===== src/rtl/vga_timing_pkg.sv =====
// Horizontal timing defaults, lock-state encoding and counter helpers shared by
// the hsync lock logic and the hsync generator.
package vga_timing_pkg;

    localparam int DEF_H_ACTIVE   = 200;
    localparam int DEF_H_FP       = 10;
    localparam int DEF_H_SYNC     = 32;
    localparam int DEF_H_BP       = 22;
    localparam int DEF_H_TOTAL    = DEF_H_ACTIVE + DEF_H_FP + DEF_H_SYNC + DEF_H_BP;
    localparam int DEF_LOCK_LINES = 4;
    localparam int CNT_W          = 9;

    typedef enum logic [1:0] {
        ST_SEARCH  = 2'd0,
        ST_ACQUIRE = 2'd1,
        ST_LOCKED  = 2'd2
    } lock_state_t;

    function automatic logic [CNT_W-1:0] sat_inc(input logic [CNT_W-1:0] v);
        return (v == {CNT_W{1'b1}}) ? v : v + CNT_W'(1);
    endfunction

endpackage


===== src/rtl/sync_edge_det.sv =====
// Registers the sync input, flags its leading edge one clock later and measures
// the width of the most recently completed sync pulse.
module sync_edge_det
    import vga_timing_pkg::*;
#(
    parameter bit SYNC_POL = 1'b1
) (
    input  logic             clk,
    input  logic             reset,
    input  logic             sync_in,
    output logic             lead_edge,
    output logic [CNT_W-1:0] last_width
);

    logic             samp_r;
    logic             samp_d_r;
    logic             edge_r;
    logic [CNT_W-1:0] width_r;
    logic [CNT_W-1:0] last_width_r;
    logic             asserted_s;
    logic             rise_s;
    logic             fall_s;

    // Samples are normalised to "asserted = 1" before any history is kept.
    assign asserted_s = (sync_in == SYNC_POL);
    assign rise_s     = samp_r & ~samp_d_r;
    assign fall_s     = ~samp_r & samp_d_r;

    // Sync history, registered edge pulse and pulse-width measurement.
    always_ff @(posedge clk) begin
        if (reset) begin
            samp_r       <= 1'b0;
            samp_d_r     <= 1'b0;
            edge_r       <= 1'b0;
            width_r      <= {CNT_W{1'b0}};
            last_width_r <= {CNT_W{1'b0}};
        end else begin
            samp_r   <= asserted_s;
            samp_d_r <= samp_r;
            edge_r   <= rise_s;
            if (rise_s) begin
                width_r <= CNT_W'(1);
            end else if (samp_r) begin
                width_r <= sat_inc(width_r);
            end else begin
                width_r <= width_r;
            end
            if (fall_s) begin
                last_width_r <= width_r;
            end else begin
                last_width_r <= last_width_r;
            end
        end
    end

    assign lead_edge  = edge_r;
    assign last_width = last_width_r;

endmodule


===== src/rtl/hsync_lock.sv =====
// Horizontal sync lock: qualifies incoming hsync timing, then free-runs a column
// counter that trails the transmitter column by exactly two clocks.
module hsync_lock
    import vga_timing_pkg::*;
#(
    parameter int H_ACTIVE   = DEF_H_ACTIVE,
    parameter int H_FP       = DEF_H_FP,
    parameter int H_SYNC     = DEF_H_SYNC,
    parameter int H_BP       = DEF_H_BP,
    parameter int LOCK_LINES = DEF_LOCK_LINES,
    parameter bit HSYNC_POL  = 1'b1
) (
    input  logic       clk,
    input  logic       reset,
    input  logic       hsync,
    input  logic       hblank_n,
    output logic       locked,
    output logic [8:0] x,
    output logic       active,
    output logic       line_start,
    output logic       err,
    output logic [8:0] period
);

    localparam int H_TOTAL = H_ACTIVE + H_FP + H_SYNC + H_BP;
    localparam int GOOD_W  = $clog2(LOCK_LINES + 1);

    localparam logic [CNT_W-1:0]  LAST_X_C  = CNT_W'(H_TOTAL - 1);
    localparam logic [CNT_W-1:0]  TOTAL_C   = CNT_W'(H_TOTAL);
    localparam logic [CNT_W-1:0]  ACTIVE_C  = CNT_W'(H_ACTIVE);
    localparam logic [CNT_W-1:0]  SYNC_C    = CNT_W'(H_SYNC);
    // The registered edge is consumed on the clock that moves x onto this column.
    localparam logic [CNT_W-1:0]  EDGE_X_C  = CNT_W'(H_ACTIVE + H_FP + 1);
    localparam logic [CNT_W-1:0]  PRE_SAT_C = CNT_W'((1 << CNT_W) - 2);
    localparam logic [GOOD_W-1:0] LOCK_C    = GOOD_W'(LOCK_LINES);

    lock_state_t       state_r, state_nx_s;
    logic [CNT_W-1:0]  x_r, x_nx_s, x_step_s;
    logic [CNT_W-1:0]  cnt_r, cnt_nx_s;
    logic [CNT_W-1:0]  period_r, period_nx_s;
    logic [GOOD_W-1:0] good_r, good_nx_s, good_inc_s;
    logic              bad_r, bad_nx_s;
    logic              err_nx_s;
    logic              locked_r, active_r, line_start_r, err_r;
    logic              hblank_r, hblank_d_r;
    logic              lead_edge_s;
    logic [CNT_W-1:0]  last_width_s;
    logic              line_ok_s, pos_ok_s, blank_bad_s, timeout_s;

    sync_edge_det #(
        .SYNC_POL (HSYNC_POL)
    ) u_edge_det (
        .clk        (clk),
        .reset      (reset),
        .sync_in    (hsync),
        .lead_edge  (lead_edge_s),
        .last_width (last_width_s)
    );

    assign x_step_s    = (x_r == LAST_X_C) ? {CNT_W{1'b0}} : x_r + CNT_W'(1);
    assign good_inc_s  = good_r + GOOD_W'(1);
    assign line_ok_s   = (cnt_r == TOTAL_C) && (last_width_s == SYNC_C);
    assign pos_ok_s    = (x_step_s == EDGE_X_C) && (last_width_s == SYNC_C);
    // hblank_d_r is two clocks old, the same age as the column held in x_r.
    assign blank_bad_s = (hblank_d_r != (x_r < ACTIVE_C));
    assign timeout_s   = !lead_edge_s && (cnt_r == PRE_SAT_C);

    // Next-state, column, line-quality and error decisions.
    always_comb begin
        state_nx_s  = state_r;
        x_nx_s      = {CNT_W{1'b0}};
        good_nx_s   = good_r;
        bad_nx_s    = bad_r;
        err_nx_s    = 1'b0;
        cnt_nx_s    = sat_inc(cnt_r);
        period_nx_s = period_r;
        if (lead_edge_s) begin
            cnt_nx_s    = CNT_W'(1);
            period_nx_s = cnt_r;
        end else begin
            cnt_nx_s    = sat_inc(cnt_r);
        end
        if (timeout_s) begin
            err_nx_s   = 1'b1;
            state_nx_s = ST_SEARCH;
            bad_nx_s   = 1'b0;
        end else begin
            case (state_r)
                ST_SEARCH: begin
                    if (lead_edge_s) begin
                        state_nx_s = ST_ACQUIRE;
                        good_nx_s  = {GOOD_W{1'b0}};
                    end else begin
                        state_nx_s = ST_SEARCH;
                    end
                end
                ST_ACQUIRE: begin
                    if (!lead_edge_s) begin
                        good_nx_s = good_r;
                    end else if (!line_ok_s) begin
                        good_nx_s = {GOOD_W{1'b0}};
                    end else if (good_inc_s == LOCK_C) begin
                        state_nx_s = ST_LOCKED;
                        x_nx_s     = EDGE_X_C;
                        good_nx_s  = {GOOD_W{1'b0}};
                        bad_nx_s   = 1'b0;
                    end else begin
                        good_nx_s  = good_inc_s;
                    end
                end
                ST_LOCKED: begin
                    x_nx_s   = x_step_s;
                    err_nx_s = blank_bad_s;
                    if (!lead_edge_s) begin
                        bad_nx_s = bad_r;
                    end else if (pos_ok_s) begin
                        bad_nx_s = 1'b0;
                    end else if (bad_r) begin
                        err_nx_s   = 1'b1;
                        state_nx_s = ST_SEARCH;
                        x_nx_s     = {CNT_W{1'b0}};
                        bad_nx_s   = 1'b0;
                    end else begin
                        err_nx_s   = 1'b1;
                        bad_nx_s   = 1'b1;
                    end
                end
                default: begin
                    state_nx_s = ST_SEARCH;
                    good_nx_s  = {GOOD_W{1'b0}};
                    bad_nx_s   = 1'b0;
                end
            endcase
        end
    end

    // State, counters and registered outputs.
    always_ff @(posedge clk) begin
        if (reset) begin
            state_r      <= ST_SEARCH;
            x_r          <= {CNT_W{1'b0}};
            cnt_r        <= {CNT_W{1'b0}};
            period_r     <= {CNT_W{1'b0}};
            good_r       <= {GOOD_W{1'b0}};
            bad_r        <= 1'b0;
            locked_r     <= 1'b0;
            active_r     <= 1'b0;
            line_start_r <= 1'b0;
            err_r        <= 1'b0;
            hblank_r     <= 1'b0;
            hblank_d_r   <= 1'b0;
        end else begin
            state_r      <= state_nx_s;
            x_r          <= x_nx_s;
            cnt_r        <= cnt_nx_s;
            period_r     <= period_nx_s;
            good_r       <= good_nx_s;
            bad_r        <= bad_nx_s;
            locked_r     <= (state_nx_s == ST_LOCKED);
            active_r     <= (state_nx_s == ST_LOCKED) && (x_nx_s < ACTIVE_C);
            line_start_r <= (state_nx_s == ST_LOCKED) && (x_nx_s == {CNT_W{1'b0}});
            err_r        <= err_nx_s;
            hblank_r     <= hblank_n;
            hblank_d_r   <= hblank_r;
        end
    end

    assign locked     = locked_r;
    assign x          = x_r;
    assign active     = active_r;
    assign line_start = line_start_r;
    assign err        = err_r;
    assign period     = period_r;

endmodule


===== config.mk =====
export PLATFORM = sky130hd
export DESIGN_NAME = hsync_lock
export DESIGN_NICKNAME = d
export VERILOG_FILES = /design/src/rtl/vga_timing_pkg.sv /design/src/rtl/sync_edge_det.sv /design/src/rtl/hsync_lock.sv
export SDC_FILE = /design/constraint.sdc
export NUM_CORES = 1
export LEC_CHECK = 0
export CAP_MARGIN = 10
export CELL_PAD_IN_SITES_DETAIL_PLACEMENT = 0
export CELL_PAD_IN_SITES_GLOBAL_PLACEMENT = 1
export CORE_AREA = 2 2 90 92
export CTS_CLUSTER_DIAMETER = 80
export CTS_CLUSTER_SIZE = 25
export DETAILED_ROUTE_END_ITERATION = 12
export DIE_AREA = 0 0 92 94
export GPL_TIMING_DRIVEN = 0
export PLACE_DENSITY_LB_ADDON = 0.12
export RECOVER_POWER = 25
export SLEW_MARGIN = 10
export SYNTH_ARGS = -nofsm -noshare
export SYNTH_HDL_FRONTEND = slang
export SYNTH_SLANG_ARGS = --single-unit

===== constraint.sdc =====
create_clock -name clk -period 2.2 [get_ports clk]
set_input_delay 0.33 -clock clk [delete_from_list [all_inputs] [get_ports clk]]
set_output_delay 0.33 -clock clk [all_outputs]
set_load 0.02 [all_outputs]

# After elaboration in Yosys (flattened, before gate mapping)
# Index checks and enable logic that the tools add are counted.
[word_totals] register_bits=60 latchBits=0 ram_bits=0 romBits=0 input_bits=4 out_inout_bits=22 wordCells=107 mem_count=0
[classes] n_addsub=4 multipliers=0 n_div=0 n_lt_le_gt_ge=2 eq_ne=19 shifts=0 muxes=39 bitwise=8 reduce_logical=16
[ops] operator="9-bit equality test, second input constant" count=5
[ops] operator="9-bit 2-to-1 mux" count=5
[ops] operator="9-bit by 1-bit adder with 9-bit output, second input constant" count=3
[ops] operator="8-bit 2-to-1 mux" count=3
[ops] operator="9-bit by 8-bit < comparator with 1-bit output, second input constant" count=2
[ops] operator="9-bit one-hot mux with 2 select lines" count=1
[ops] operator="1-bit 2-to-1 mux" count=16
[ops] operator="2-bit 2-to-1 mux" count=7
[ops] operator="3-bit 2-to-1 mux" count=4
[ops] operator="2-bit by 1-bit != test with 1-bit output, second input constant" count=5
[ops] operator="9-bit by 6-bit equality test with 1-bit output, second input constant" count=1
[ops] operator="9-bit by 8-bit equality test with 1-bit output, second input constant" count=1
[ops] operator="9-bit zero test" count=1
[ops] operator="3-bit one-hot mux with 3 select lines" count=1
[ops] operator="1-bit inverter" count=6
[ops] operator="2-bit one-hot mux with 3 select lines" count=1
[ops] operator="2-bit OR reduction" count=3
[ops] operator="1-bit logical AND" count=5
[ops] operator="5-bit AND reduction" count=1
[ops] operator="2-bit equality test, second input constant" count=2
[ops] operator="2-bit != test, second input constant" count=2
[ops] operator="2-bit AND reduction" count=2
[ops] operator="4-bit AND reduction" count=1
[ops] operator="3-bit by 1-bit adder with 3-bit output, second input constant" count=1
[ops] operator="8 further kinds" count=9

# Logic depth before layout (Yosys ltp)
# Gate-level depths: netlist of run 1.
[logic_depth] depth_word=10 ltp_mapped=10 depth_no_buf=9

# Modules after synthesis
# From an unflattened synthesis of run 1, not the netlist that was laid out.
[hier_totals] cells_unflattened=349 area_unflattened_um2=3010.4
[by_module_without_submodules] module="hsync_lock" n_inst=1 cells_per_inst=255 area_per_inst_um2=2185.8 seq_area_each_um2=780.7
[by_module_without_submodules] module="sync_edge_det" n_inst=1 cells_per_inst=94 area_per_inst_um2=824.5 seq_area_each_um2=420.4

# Worst setup path before layout of run 1
# OpenSTA, ideal clock, no wires.
[synth_timing] kind="flip-flop to flip-flop" from="register x_r[0] (netlist: x[0])" to="register line_start_r (netlist: line_start)" setup_time_ns=0.091 t_arrival_ns=2.183 t_required_ns=2.109 setup_slack_ns=-0.074 path_stages_with_launch=9 path_buffers=1 period_less_slack_ns=2.274 path_cell_list="dfxtp_1 > ha_1 > buf_2 > nand2_1 > nor3_1 > nand3_1 > a21o_1 > or4_1 > a311oi_1"
[synth_between] elab_chain_len=10 elab_cells_between_ends=17 cone_classes="1 x add/sub; 3 x eq/ne; 10 x mux; 3 x reduce/logical"
[synth_rtl] item="start: declaration" line="hsync_lock.sv:38" rtl="logic [CNT_W-1:0] x_r, x_nx_s, x_step_s;"
[synth_rtl] item="start signal: assignment" line="hsync_lock.sv:141" rtl="x_r <= {CNT_W{1'b0}};"
[synth_rtl] item="start signal: assignment" line="hsync_lock.sv:154" rtl="x_r <= x_nx_s;"
[synth_rtl] item="9-bit by 1-bit adder with 9-bit output or 9-bit equality test (tied branches)" line="hsync_lock.sv:60" rtl="assign x_step_s = (x_r == LAST_X_C) ? {CNT_W{1'b0}} : x_r + CNT_W'(1);"
[synth_rtl] item="9-bit 2-to-1 mux (*)" line="hsync_lock.sv:60"
[synth_rtl] item="9-bit by 8-bit equality test with 1-bit output" line="hsync_lock.sv:63" rtl="assign pos_ok_s = (x_step_s == EDGE_X_C) && (last_width_s == SYNC_C);"
[synth_rtl] item="1-bit logical AND" line="hsync_lock.sv:63"
[synth_rtl] item="9-bit 2-to-1 mux or 2-bit 2-to-1 mux (tied branches)" line="hsync_lock.sv:116" rtl="end else if (pos_ok_s) begin"
[synth_rtl] item="9-bit 2-to-1 mux or 2-bit 2-to-1 mux (tied branches)" line="hsync_lock.sv:114" rtl="if (!lead_edge_s) begin"
[synth_rtl] item="9-bit one-hot mux with 2 select lines or 2-bit one-hot mux with 3 select lines (tied branches)" line="hsync_lock.sv:88" rtl="case (state_r)"
[synth_rtl] item="9-bit 2-to-1 mux or 2-bit 2-to-1 mux (tied branches)" line="hsync_lock.sv:83" rtl="if (timeout_s) begin"
[synth_rtl] item="9-bit zero test or 2-bit equality test (tied branches)" line="hsync_lock.sv:161" rtl="line_start_r <= (state_nx_s == ST_LOCKED) && (x_nx_s == {CNT_W{1'b0}});"
[synth_rtl] item="1-bit logical AND (*)" line="hsync_lock.sv:161"
[synth_rtl] item="end signal: assignment" line="hsync_lock.sv:161"
[synth_rtl] item="end: declaration" line="hsync_lock.sv:44" rtl="logic locked_r, active_r, line_start_r, err_r;"
# Mark *: on every way between the ends. The rest lies on a longest branch, timed or not.
# A chain may end at the register's enable or synchronous reset.

# Worst setup path after layout of run 1
# Same ends and word-level chain as after synthesis.

==> impl_metrics.py, run 1 <==
metrics = {
    "yosys": {
        "yosysMostFrequentCell": "dfxtp_1",
        "synthMuxAreaShare_pct": 5.20,
        "avgSynthCellArea_sq_um": 8.67,
        "synth_nets": 353,
        "synth-simple-area-share_pct": 25.7,
        "ys_top_cells_by_count": "dfxtp_1, nor2_1, nand2_1, a21oi_1, mux2i_1",
        "ys_types": 50,
        "synth_compound_area_share_pct": 12.1,
        "synth_xor_area_share_pct": 6.01,
        "synth_top_area_share_pct": 41.2,
        "ys_warn_count": 0,
        "syn_area_sq_um": 2910,
        "ys_seq_elements": 60,
        "yosys-top-cells-area": "dfxtp_1, ha_1, mux2i_1",
        "syn_inst": 336,
        "yosysSeqAreaShare_pct": 41.2,
        "yosys_most_used_dff": "dfxtp_1",
        "synth_edf_count": 0,
        "synth.largest_area_cell": "dfxtp_1",
        "ys_async_sr_fraction_pct": 0,
        "synth_top_family_by_area": "simple AND/OR/NAND/NOR gates",
        "synth_fa_ha_area_share_pct": 5.58,
    },
    "floorplanning": {
        "start_util_pct": 38.3,
        "io_pins": 26,
        "fp.dieW_um": 92,
        "rows": 32,
        "die_h_um": 94,
        "core_sq_um": 7610,
        "dieArea_sq_um": 8650,
    },
    "clocking": {
        "cts_buffers": 9,
        "cts.sinks": 60,
        "hold_buffers": 0,
        "insertion_delay_ps": 330,
        "cts_tree": "done",
        "cts-root-buf": "clkbuf_8",
        "htree_levels": 3,
        "cts_buffer_depth": 2,
        "path_clk_slew_ps": 70,
    },
    "worst_setup_path": {
        "worstPathRequired_ps": 2440,
        "crit_chain": "ha_1, buf_4, nand2_1, nor3_2, nand3_2, a21o_1, or4_1, a311oi_2",
        "slowest_delay_ps": 540,
        "crit_slowest_cell": "or4_1",
        "cp.arrival_ps": 2400,
        "critPathMaxFanout": 9,
        "worstSetupPathType": "reg -> reg",
        "crit_path_end_kind": "register",
        "critPathLaunchType": "register",
        "crit_buf_inv": 1,
        "crit_family": "simple AND/OR/NAND/NOR gates",
    },
    "cells_and_area": {
        "antenna_cells": 0,
        "final_cell_area_sq_um": 3670,
        "fill_cells": 769,
        "drive_above_1_share_pct": 18.8,
        "fin_util_pct": 48.2,
        "nNetsFinal": 395,
        "area_delta_synth_final_pct": 25.9,
    },
    "global_route": {
        "grt.overflow.total": 0,
        "grt_pass1_vias": 2407,
        "antenna_found_initial": 0,
        "grt_pass1_wl_um": 11200,
        "grt_max_degree": 11,
        "grt_usage_pct": 16.2,
    },
    "timing": {
        "slew_viol_final": 0,
        "hold_ws_ps": 443,
        "fin_crit_sh_pct": 98.3,
        "maxSlewHeadroom_pct": 52.6,
        "fmax_mhz": 462,
        "fin_setup_tns_ps": 0,
        "setup_violations": 0,
        "worst_slew_pin_slew_ps": 711,
        "finClkSkew_ps": 4.03,
        "finalCriticalPeriod_ps": 2160,
        "finalHoldViolCount": 0,
        "rsz0062_at_grt": "true",
    },
    "drt": {
        "drc": 0,
        "wl_um": 6400,
        "drt_iter0_markers": 63,
        "vias": 2377,
        "antenna_left": 0,
        "routedWlPerCell_um": 13.2,
        "via_per_inst": 4.90,
        "first_pass_iters": 4,
    },
    "pwr": {
        "internal_power_mw": 1.64,
        "power_frac_seq_pct": 51.7,
        "clkPwrFrac_pct": 43.2,
        "leakage_nw": 1.32,
        "ir_drop_uv": 317,
        "p_sw_share_pct": 23.5,
        "power.switching_uw": 505,
        "power.density_nw_per_um2": 585,
        "combPwrFrac_pct": 5.1,
    },
    "placed_design": {
        "place.gp.congestion": 0.788,
        "placed_area_sq_um": 3280,
        "io_buffers": 24,
        "dpl.hpwl_um": 4450,
    },
    "worst_hold_path": {
        "hp-class": "reg -> reg",
    },
    "status": {
        "status": "complete, no violations",
    },
    "run": {
        "drv_cap": 0,
    },
}
-- cell families after synthesis --
family                     count (synthesis)
buffers and inverters                     30
AOI/OAI and AO/OA                         55
xor gates and xnor gates                  20
and+or+nand+nor                          143
muxes                                     15
adders and majority gates                 13
DFF                                       60
-- cells in the final DEF (no fill, tap or decap), types with 9 or more instances in the layout --
| cell type | count |
|---|---|
| inv_1 | 11 |
| a21oi_1 | 24 |
| clkbuf_8 | 12 |
| nor2_1 | 36 |
| nand2_1 | 34 |
| xor2_1 | 12 |
| nor3_1 | 9 |
| clkdlybuf4s50_1 | 19 |
| mux2i_1 | 14 |
| dfxtp_1 | 53 |
| ha_1 | 9 |
| nand3_1 | 12 |
-- power groups by stage --
stage	Sequential [mW]	Clock, mW	Combinational [mW]
CTS	1.11	0.954	0.0921
global placement	1.14	0	0.0883
global route	1.11	1.01	0.124
finish	1.11	0.927	0.109
detailed placement	1.14	0	0.0889
floorplan	1.13	0	0.0630
-- per-stage QoR --
stage | cells | worst slack [ps] | power (mW)
floorplan | 336 | 58.4 | 1.20
global placement | 462 | -252 | 1.23
detailed placement | 462 | -281 | 1.23
CTS | 480 | 0.330 | 2.16
global route | 485 | -81.6 | 2.24
finish | 485 | 37.3 | 2.14
-- worst register-to-register path: cells and delay by family (launching register included) --
| kind | cells | cell delay, ps |
|---|---|---|
| flops | 1 | 400 |
| compound gates | 2 | 470 |
| fa+ha+maj | 1 | 150 |
| buf+inv | 1 | 150 |
| simple gates | 4 | 920 |
-- flip-flops by register name, indices dropped and copies added (netlist names) --
signal / cells
active: 1
bad_r: 1
cnt_r: 9
err: 1
good_r: 3
hblank_d_r: 1
hblank_r: 1
line_start: 1
locked: 1
period: 9
state_r: 2
u_edge_det.last_width: 9
u_edge_det.lead_edge: 1
u_edge_det.samp_d_r: 1
u_edge_det.samp_r: 1
u_edge_det.width_r: 9
x: 9
-- cell type report --
type	instances	area, sq um	area share (%)
clock buffers	12	165	4.51
multi-input cells	246	1700	46.3
clock inverters	4	22.5	0.614
repair buffers	31	293	7.99
inverters	13	53.8	1.47
plain buffers	17	87.6	2.39
well taps	102	128	3.48
flip-flops and latches	60	1220	33.3
-- final timing paths --
check	from	endpoint	slack (ps)	depth (start not counted)
max	x[0]$_SDFF_PP0_	line_start$_SDFF_PP0_	40	8
min	hblank_r$_SDFF_PP0_	hblank_d_r$_SDFF_PP0_	440	1
min reg2reg	hblank_r$_SDFF_PP0_	hblank_d_r$_SDFF_PP0_	440	1
max reg2reg	x[0]$_SDFF_PP0_	line_start$_SDFF_PP0_	40	8
-- metal layers --
| layer | vias to the layer above | part of all wire (%) | track usage, % |
|---|---|---|---|
| li1 | 1245 | - | - |
| met4 | 0 | 1.1 | 6.84 |
| met5 | - | 0 | 0 |
| met2 | 37 | 46 | 25.2 |
| met3 | 9 | 2.7 | 2.89 |
| met1 | 1086 | 51 | 22.2 |
-- timing repair --
item,CTS,global route
pin swaps,1,7
gates cloned,0,0
gates resized for setup,11,30
buffers inserted,2,5
hold endpoints to repair,0,0
endpoints found under the setup margin,15,19
Note: power is estimated with default switching activity, not from simulation.
==> run 2: changes to the inputs <==
--- a/config.mk
+++ b/config.mk
@@ -5,14 +5,15 @@
 export SDC_FILE = /design/constraint.sdc
 export NUM_CORES = 1
 export LEC_CHECK = 0
+export ABC_AREA = 1
 export CAP_MARGIN = 10
 export CELL_PAD_IN_SITES_DETAIL_PLACEMENT = 0
 export CELL_PAD_IN_SITES_GLOBAL_PLACEMENT = 1
-export CORE_AREA = 2 2 90 92
+export CORE_AREA = 2 2 93 95
 export CTS_CLUSTER_DIAMETER = 80
 export CTS_CLUSTER_SIZE = 25
 export DETAILED_ROUTE_END_ITERATION = 12
-export DIE_AREA = 0 0 92 94
+export DIE_AREA = 0 0 95 97
 export GPL_TIMING_DRIVEN = 0
 export PLACE_DENSITY_LB_ADDON = 0.12
 export RECOVER_POWER = 25
==> run 2 against run 1 <==
Effect of this change:
- flip-flop and latch count stayed put
- global-route usage is 0.49 points higher
- cell count is 16% higher
- worst hold slack worse by 41 ps
- fmax is 5.9% higher
- die area is 6.6% higher
- combinational power is 37% higher
- utilization is 3.7 points lower
- non-clock buffer count is 8 lower
- critical path type unchanged
- critical endpoint is now active$_SDFF_PP0_
==> impl_metrics.py, run 2 <==
metrics = {
    "status": {
        "status": "complete, no violations",
    },
    "placed_design": {
        "placed_area_sq_um": 3320,
        "dpl.hpwl_um": 5190,
        "place.gp.congestion": 0.810,
        "dp_slack_ps": -130,
        "io_buffers": 25,
    },
    "yosys": {
        "ys_top_cells_by_count": "nand2_1, nor2_1, dfxtp_1, inv_1",
        "synth_compound_area_share_pct": 13.3,
        "avgSynthCellArea_sq_um": 7.10,
        "synth_edf_count": 0,
        "ys_async_sr_fraction_pct": 0,
        "yosys_most_used_dff": "dfxtp_1",
        "synth_xor_area_share_pct": 1.49,
        "synthMuxAreaShare_pct": 0,
        "syn_inst": 413,
        "synth_fa_ha_area_share_pct": 5.54,
        "synth.largest_area_cell": "dfxtp_1",
        "syn_area_sq_um": 2930,
        "ys_warn_count": 0,
        "ys_types": 36,
        "yosys-top-cells-area": "dfxtp_1, nand2_1, nor2_1",
        "synth_nets": 430,
        "ys_seq_elements": 60,
        "synth-simple-area-share_pct": 29.7,
        "synth_top_family_by_area": "simple AND/OR/NAND/NOR gates",
        "synth_top_area_share_pct": 40.9,
        "yosysSeqAreaShare_pct": 40.9,
        "yosysMostFrequentCell": "nand2_1",
    },
    "clocking": {
        "path_clk_slew_ps": 60,
        "htree_levels": 3,
        "insertion_delay_ps": 340,
        "cts_buffers": 9,
        "cts-root-buf": "clkbuf_8",
        "cts_tree": "done",
        "cts_buffer_depth": 2,
        "cts.sinks": 60,
    },
    "worst_setup_path": {
        "critPathLaunchType": "register",
        "worstSetupPathType": "reg -> reg",
        "critPathMaxFanout": 7,
        "worstPathRequired_ps": 2430,
        "cp.arrival_ps": 2280,
        "crit_path_end_kind": "register",
    },
    "timing": {
        "hold_ws_ps": 402,
        "fmax_mhz": 490,
        "finClkSkew_ps": 7.90,
        "slew_viol_final": 0,
        "setup_violations": 0,
        "finalHoldViolCount": 0,
        "fin_crit_sh_pct": 92.8,
        "maxSlewHeadroom_pct": 65.0,
        "fin_setup_tns_ps": 0,
        "finalCriticalPeriod_ps": 2040,
        "worst_slew_pin_slew_ps": 526,
        "fin_ws_ps": 158,
    },
    "drt": {
        "drt_iter0_markers": 62,
        "via_per_inst": 4.78,
        "wl_um": 7050,
        "drc": 0,
        "antenna_left": 0,
        "vias": 2679,
        "routedWlPerCell_um": 12.6,
        "first_pass_iters": 4,
    },
    "pwr": {
        "power_frac_seq_pct": 50.1,
        "power.density_nw_per_um2": 624,
        "ir_drop_uv": 293,
        "combPwrFrac_pct": 6.6,
        "clkPwrFrac_pct": 43.3,
        "leakage_nw": 1.47,
        "power.switching_uw": 518,
        "internal_power_mw": 1.74,
        "p_sw_share_pct": 22.9,
    },
    "cells_and_area": {
        "final_common_cell": "nand2_1",
        "antenna_cells": 0,
        "final_cell_area_sq_um": 3620,
        "mostFrequentLayoutCells": "nand2_1, nor2_1, dfxtp_1",
        "fin_util_pct": 44.5,
        "area_delta_synth_final_pct": 23.4,
        "drive_above_1_share_pct": 12.9,
        "nNetsFinal": 470,
    },
    "floorplanning": {
        "core_sq_um": 8130,
        "die_h_um": 97,
        "dieArea_sq_um": 9220,
        "io_pins": 26,
        "start_util_pct": 36.1,
        "rows": 33,
        "fp.dieW_um": 95,
    },
    "global_route": {
        "grt_usage_pct": 16.7,
        "grt.overflow.total": 0,
        "grt_max_degree": 11,
        "antenna_found_initial": 0,
        "grt_pass1_vias": 2572,
        "grt_pass1_wl_um": 12000,
    },
    "run": {
        "drv_cap": 0,
    },
    "worst_hold_path": {
        "hp-class": "reg -> reg",
    },
}
[run 2: cell types whose count changed after synthesis, moves of 7 or more]
cell	previous run	this run
xor2_1	13	3
o21ai_0	9	29
nand3_1	13	21
mux2i_1	14	0
nor3_1	11	4
nand2_1	34	74
inv_1	13	53
nor2_1	36	72
[run 2: logic make-up after synthesis]
group | Yosys count
AND/OR/NAND/NOR | 197
buffers and inverters | 67
flip-flops | 60
AO/OA/AOI/OAI | 71
XOR/XNOR | 5
adder cells (fa/ha/maj) | 13
[run 2: what timing repair did]
| item | 4_1_cts | 5_1_grt |
|---|---|---|
| pin swaps | 0 | 6 |
| resized for setup | 5 | 20 |
| setup buffers | 0 | 5 |
| endpoints found under the setup margin | 3 | 8 |
| endpoints found under the hold margin | 0 | 0 |
| hold buffers | 0 | 0 |
[run 2: final cells by class]
type | count | area, sq um
Clock inverter | 2 | 35.0
Clock buffer | 12 | 155
Fill cell | 870 | 4510
Multi-Input combinational cell | 286 | 1540
Inverter | 56 | 210
Buffer | 10 | 50.0
Sequential cell | 60 | 1210
Tap cell | 105 | 131
Timing Repair Buffer | 30 | 288
[run 2: power groups by stage]
stage	sequential [mW]	combinational, mW	clock [mW]
global route	1.13	0.171	1.06
global placement	1.16	0.139	0
finish	1.13	0.149	0.979
CTS	1.13	0.141	1.01
detailed placement	1.16	0.139	0
floorplan	1.16	0.0801	0
[run 2: per-stage QoR]
step,power [mW],std cells
after floorplan,1.24,413
after global placement,1.29,543
after detailed placement,1.29,543
after CTS,2.28,557
after global routing,2.37,561
final,2.26,561
[run 2: worst max-delay path, cell delays in order, from the launching register on]
cell and delay [ps]:
dfxtp_4 380, ha_4 170, nand2_2 90, nor2_1 110, nand2_1 90, nand2_1 70
nor2_1 60, nor2_1 170, nand4_4 140, nand2_4 150, nand3_1 80, nand2_1 60
nand2_1 100, nand2_2 90, nor2b_2 130, nor2_1 40
[run 2: worst paths after layout]
path	to	start	slack, ps	cells past startpoint
max reg2reg	active$_SDFF_PP0_	x[0]$_SDFF_PP0_	160	15
min reg2reg	hblank_d_r$_SDFF_PP0_	hblank_r$_SDFF_PP0_	400	2
max	active$_SDFF_PP0_	x[0]$_SDFF_PP0_	160	15
min	hblank_d_r$_SDFF_PP0_	hblank_r$_SDFF_PP0_	400	2
[run 2: metal layers]
| layer | track usage [%] | up-vias | share of wire (%) |
|---|---|---|---|
| met5 | 0 | - | 0 |
| met4 | 7.36 | 0 | 1.6 |
| met3 | 3.58 | 8 | 2.7 |
| met2 | 26.5 | 42 | 48 |
| met1 | 21.6 | 1226 | 48 |
| li1 | - | 1403 | - |
==> run 3: changes to the inputs <==
--- a/config.mk
+++ b/config.mk
@@ -7,16 +7,15 @@
 export LEC_CHECK = 0
 export ABC_AREA = 1
 export CAP_MARGIN = 10
-export CELL_PAD_IN_SITES_DETAIL_PLACEMENT = 0
-export CELL_PAD_IN_SITES_GLOBAL_PLACEMENT = 1
-export CORE_AREA = 2 2 93 95
+export CORE_AREA = 2 2 89 91
 export CTS_CLUSTER_DIAMETER = 80
 export CTS_CLUSTER_SIZE = 25
 export DETAILED_ROUTE_END_ITERATION = 12
-export DIE_AREA = 0 0 95 97
+export DIE_AREA = 0 0 91 93
 export GPL_TIMING_DRIVEN = 0
 export PLACE_DENSITY_LB_ADDON = 0.12
 export RECOVER_POWER = 25
+export SKIP_LAST_GASP = 1
 export SLEW_MARGIN = 10
 export SYNTH_ARGS = -nofsm -noshare
 export SYNTH_HDL_FRONTEND = slang
==> run 3 against run 2 <==
Effect of this change:
- cell count decreased by 0.89%
- routed wire length fell by 6.3%
- count of clock-buffer cells in the layout up 2
- global-route usage rose by 0.051 points
- register-to-register slack hardly changed
- setup slack better by 6.5 ps
- clock power down 4.8%
- sequential share of layout area is 0.44 points higher
- via count shrank 0.41%
- clock skew hardly changed
- critical path depth unchanged
==> impl_metrics.py, run 3 (same netlist as run 2, synthesis figures left out) <==
metrics = {
    "status": {
        "status": "complete, no violations",
    },
    "worst_setup_path": {
        "slowest_delay_ps": 340,
        "r2r_slack_ps": 160,
        "worstSetupPathType": "reg -> reg",
        "worst_r2r_startpoint": "u_edge_det.width_r[0]$_SDFFE_PP0P_",
        "worstPathRequired_ps": 2460,
        "crit_chain": "ha_1, nand3_1, nor3_1, ha_1, nor2_4, inv_2, nor2_2, nand2_1, nor2_2, inv_1, nor2_2, inv_1, o21ai_1, nand2_1, nor2_1",
        "cp.arrival_ps": 2300,
        "crit_path_end_kind": "register",
        "crit_path_start": "u_edge_det.width_r[0]$_SDFFE_PP0P_",
        "crit_slowest_cell": "dfxtp_1",
        "critPathLaunchType": "register",
        "critPathMaxFanout": 5,
        "crit_top_cell": "nor2_2",
    },
    "drt": {
        "first_pass_iters": 4,
        "drc": 0,
        "routedWlPerCell_um": 11.9,
        "drt_iter0_markers": 107,
        "antenna_left": 0,
        "vias": 2668,
        "wl_um": 6610,
        "via_per_inst": 4.80,
    },
    "clocking": {
        "path_clk_slew_ps": 60,
        "cts.sinks": 60,
        "insertion_delay_ps": 330,
        "hold_buffers": 0,
        "htree_levels": 3,
        "cts-root-buf": "clkbuf_8",
        "cts_buffers": 9,
        "cts_tree": "done",
        "cts_buffer_depth": 2,
    },
    "placed_design": {
        "dpl.hpwl_um": 4880,
        "io_buffers": 25,
        "place.gp.congestion": 0.845,
        "placed_cells": 540,
    },
    "global_route": {
        "grt_pass1_wl_um": 11400,
        "grt_usage_pct": 16.8,
        "antenna_found_initial": 0,
        "grt.overflow.total": 0,
        "grt_pass1_vias": 2513,
        "grt_max_degree": 11,
    },
    "timing": {
        "hold_ws_ps": 404,
        "finalCriticalPeriod_ps": 2040,
        "fin_setup_tns_ps": 0,
        "maxSlewHeadroom_pct": 66.5,
        "finalHoldViolCount": 0,
        "fmax_mhz": 491,
        "rsz0062_at_grt": "true",
        "finClkSkew_ps": 7.42,
        "fin_crit_sh_pct": 92.5,
        "slew_viol_final": 0,
        "setup_violations": 0,
        "worst_slew_pin_slew_ps": 503,
    },
    "cells_and_area": {
        "final_cells": 556,
        "multi_input_area_sq_um": 1520,
        "seq_area_sq_um": 1210,
        "final_common_cell": "nand2_1",
        "area_delta_synth_final_pct": 21.8,
        "mostFrequentLayoutCells": "nand2_1, nor2_1, dfxtp_1",
        "fill_cells": 803,
        "drive_above_1_share_pct": 11.2,
        "nNetsFinal": 467,
        "antenna_cells": 0,
    },
    "floorplanning": {
        "core_sq_um": 7530,
        "start_util_pct": 39.0,
        "fp.dieW_um": 91,
        "die_h_um": 93,
        "io_pins": 26,
        "rows": 32,
        "dieArea_sq_um": 8460,
    },
    "pwr": {
        "ir_drop_uv": 281,
        "power.density_nw_per_um2": 615,
        "leakage_nw": 1.46,
    },
    "worst_hold_path": {
        "hp-class": "reg -> reg",
        "worstHoldStart": "hblank_r$_SDFF_PP0_",
    },
    "run": {
        "drv_cap": 0,
    },
}
run 3: cell types whose count changed in the layout (fill, tap and decap cells not counted), sizes merged:
cell           before  now
clkdlybuf4s50      18   19
clkbuf             19   20
bufinv              1    0
buf                 8    6
dlygate4sd3         7    6
run 3: layer usage:
layer / part of all wire, % / global-route usage [%] / vias to the layer above
met5: 0 / 0 / -
met4: 2.1 / 7.45 / 0
met3: 2.8 / 3.38 / 14
met2: 46 / 28.6 / 46
met1: 49 / 20.5 / 1218
li1: - / - / 1390
run 3: per-stage QoR:
stage | worst slack, ps | power [mW] | utilization, % | area, sq um
2_1_floorplan | 172 | 1.24 | - | 2930
3_3_place_gp | -75.3 | 1.29 | 44.0 | 3310
3_5_place_dp | -101 | 1.29 | 44.0 | 3310
4_1_cts | 18.4 | 2.24 | 46.7 | 3520
5_1_grt | -74.9 | 2.30 | 47.5 | 3570
6_report | 164 | 2.20 | 47.5 | 3570
run 3: layout make-up:
type / count / area share [%]
buffer: 10 / 1.40
clock buffer: 14 / 5.11
clock inverter: 1 / 0.140
inverter: 56 / 5.88
multi-input combinational: 286 / 42.6
sequential: 60 / 33.8
tap: 102 / 3.57
timing repair buffer: 27 / 7.42
run 3: worst max-delay path: cells and delay by family (launching register included):
family,cells,cell delay (ps)
adders and majority gates,2,450
and+or+nand+nor,9,860
buffers and inverters,3,220
AOI/OAI and AO/OA,1,110
DFF,1,340
run 3: timing repair:
item | CTS | global route
setup endpoints to repair | 3 | 10
gates resized for setup | 5 | 13
pin swaps | 0 | 3
setup buffers | 0 | 2
run 3: worst paths after layout:
check                                                          end  depth (start not counted)
worst max register to register  u_edge_det.width_r[7]$_SDFFE_PP0P_                         15
worst min register to register               hblank_d_r$_SDFF_PP0_                          2
worst max-delay path            u_edge_det.width_r[7]$_SDFFE_PP0P_                         15
worst min-delay path                         hblank_d_r$_SDFF_PP0_                          2
run 3: power by group:
group / switching [mW] / internal (mW)
clock network: 0.407 / 0.525
registers: 0.0158 / 1.11
logic: 0.0887 / 0.0494
total: 0.512 / 1.69
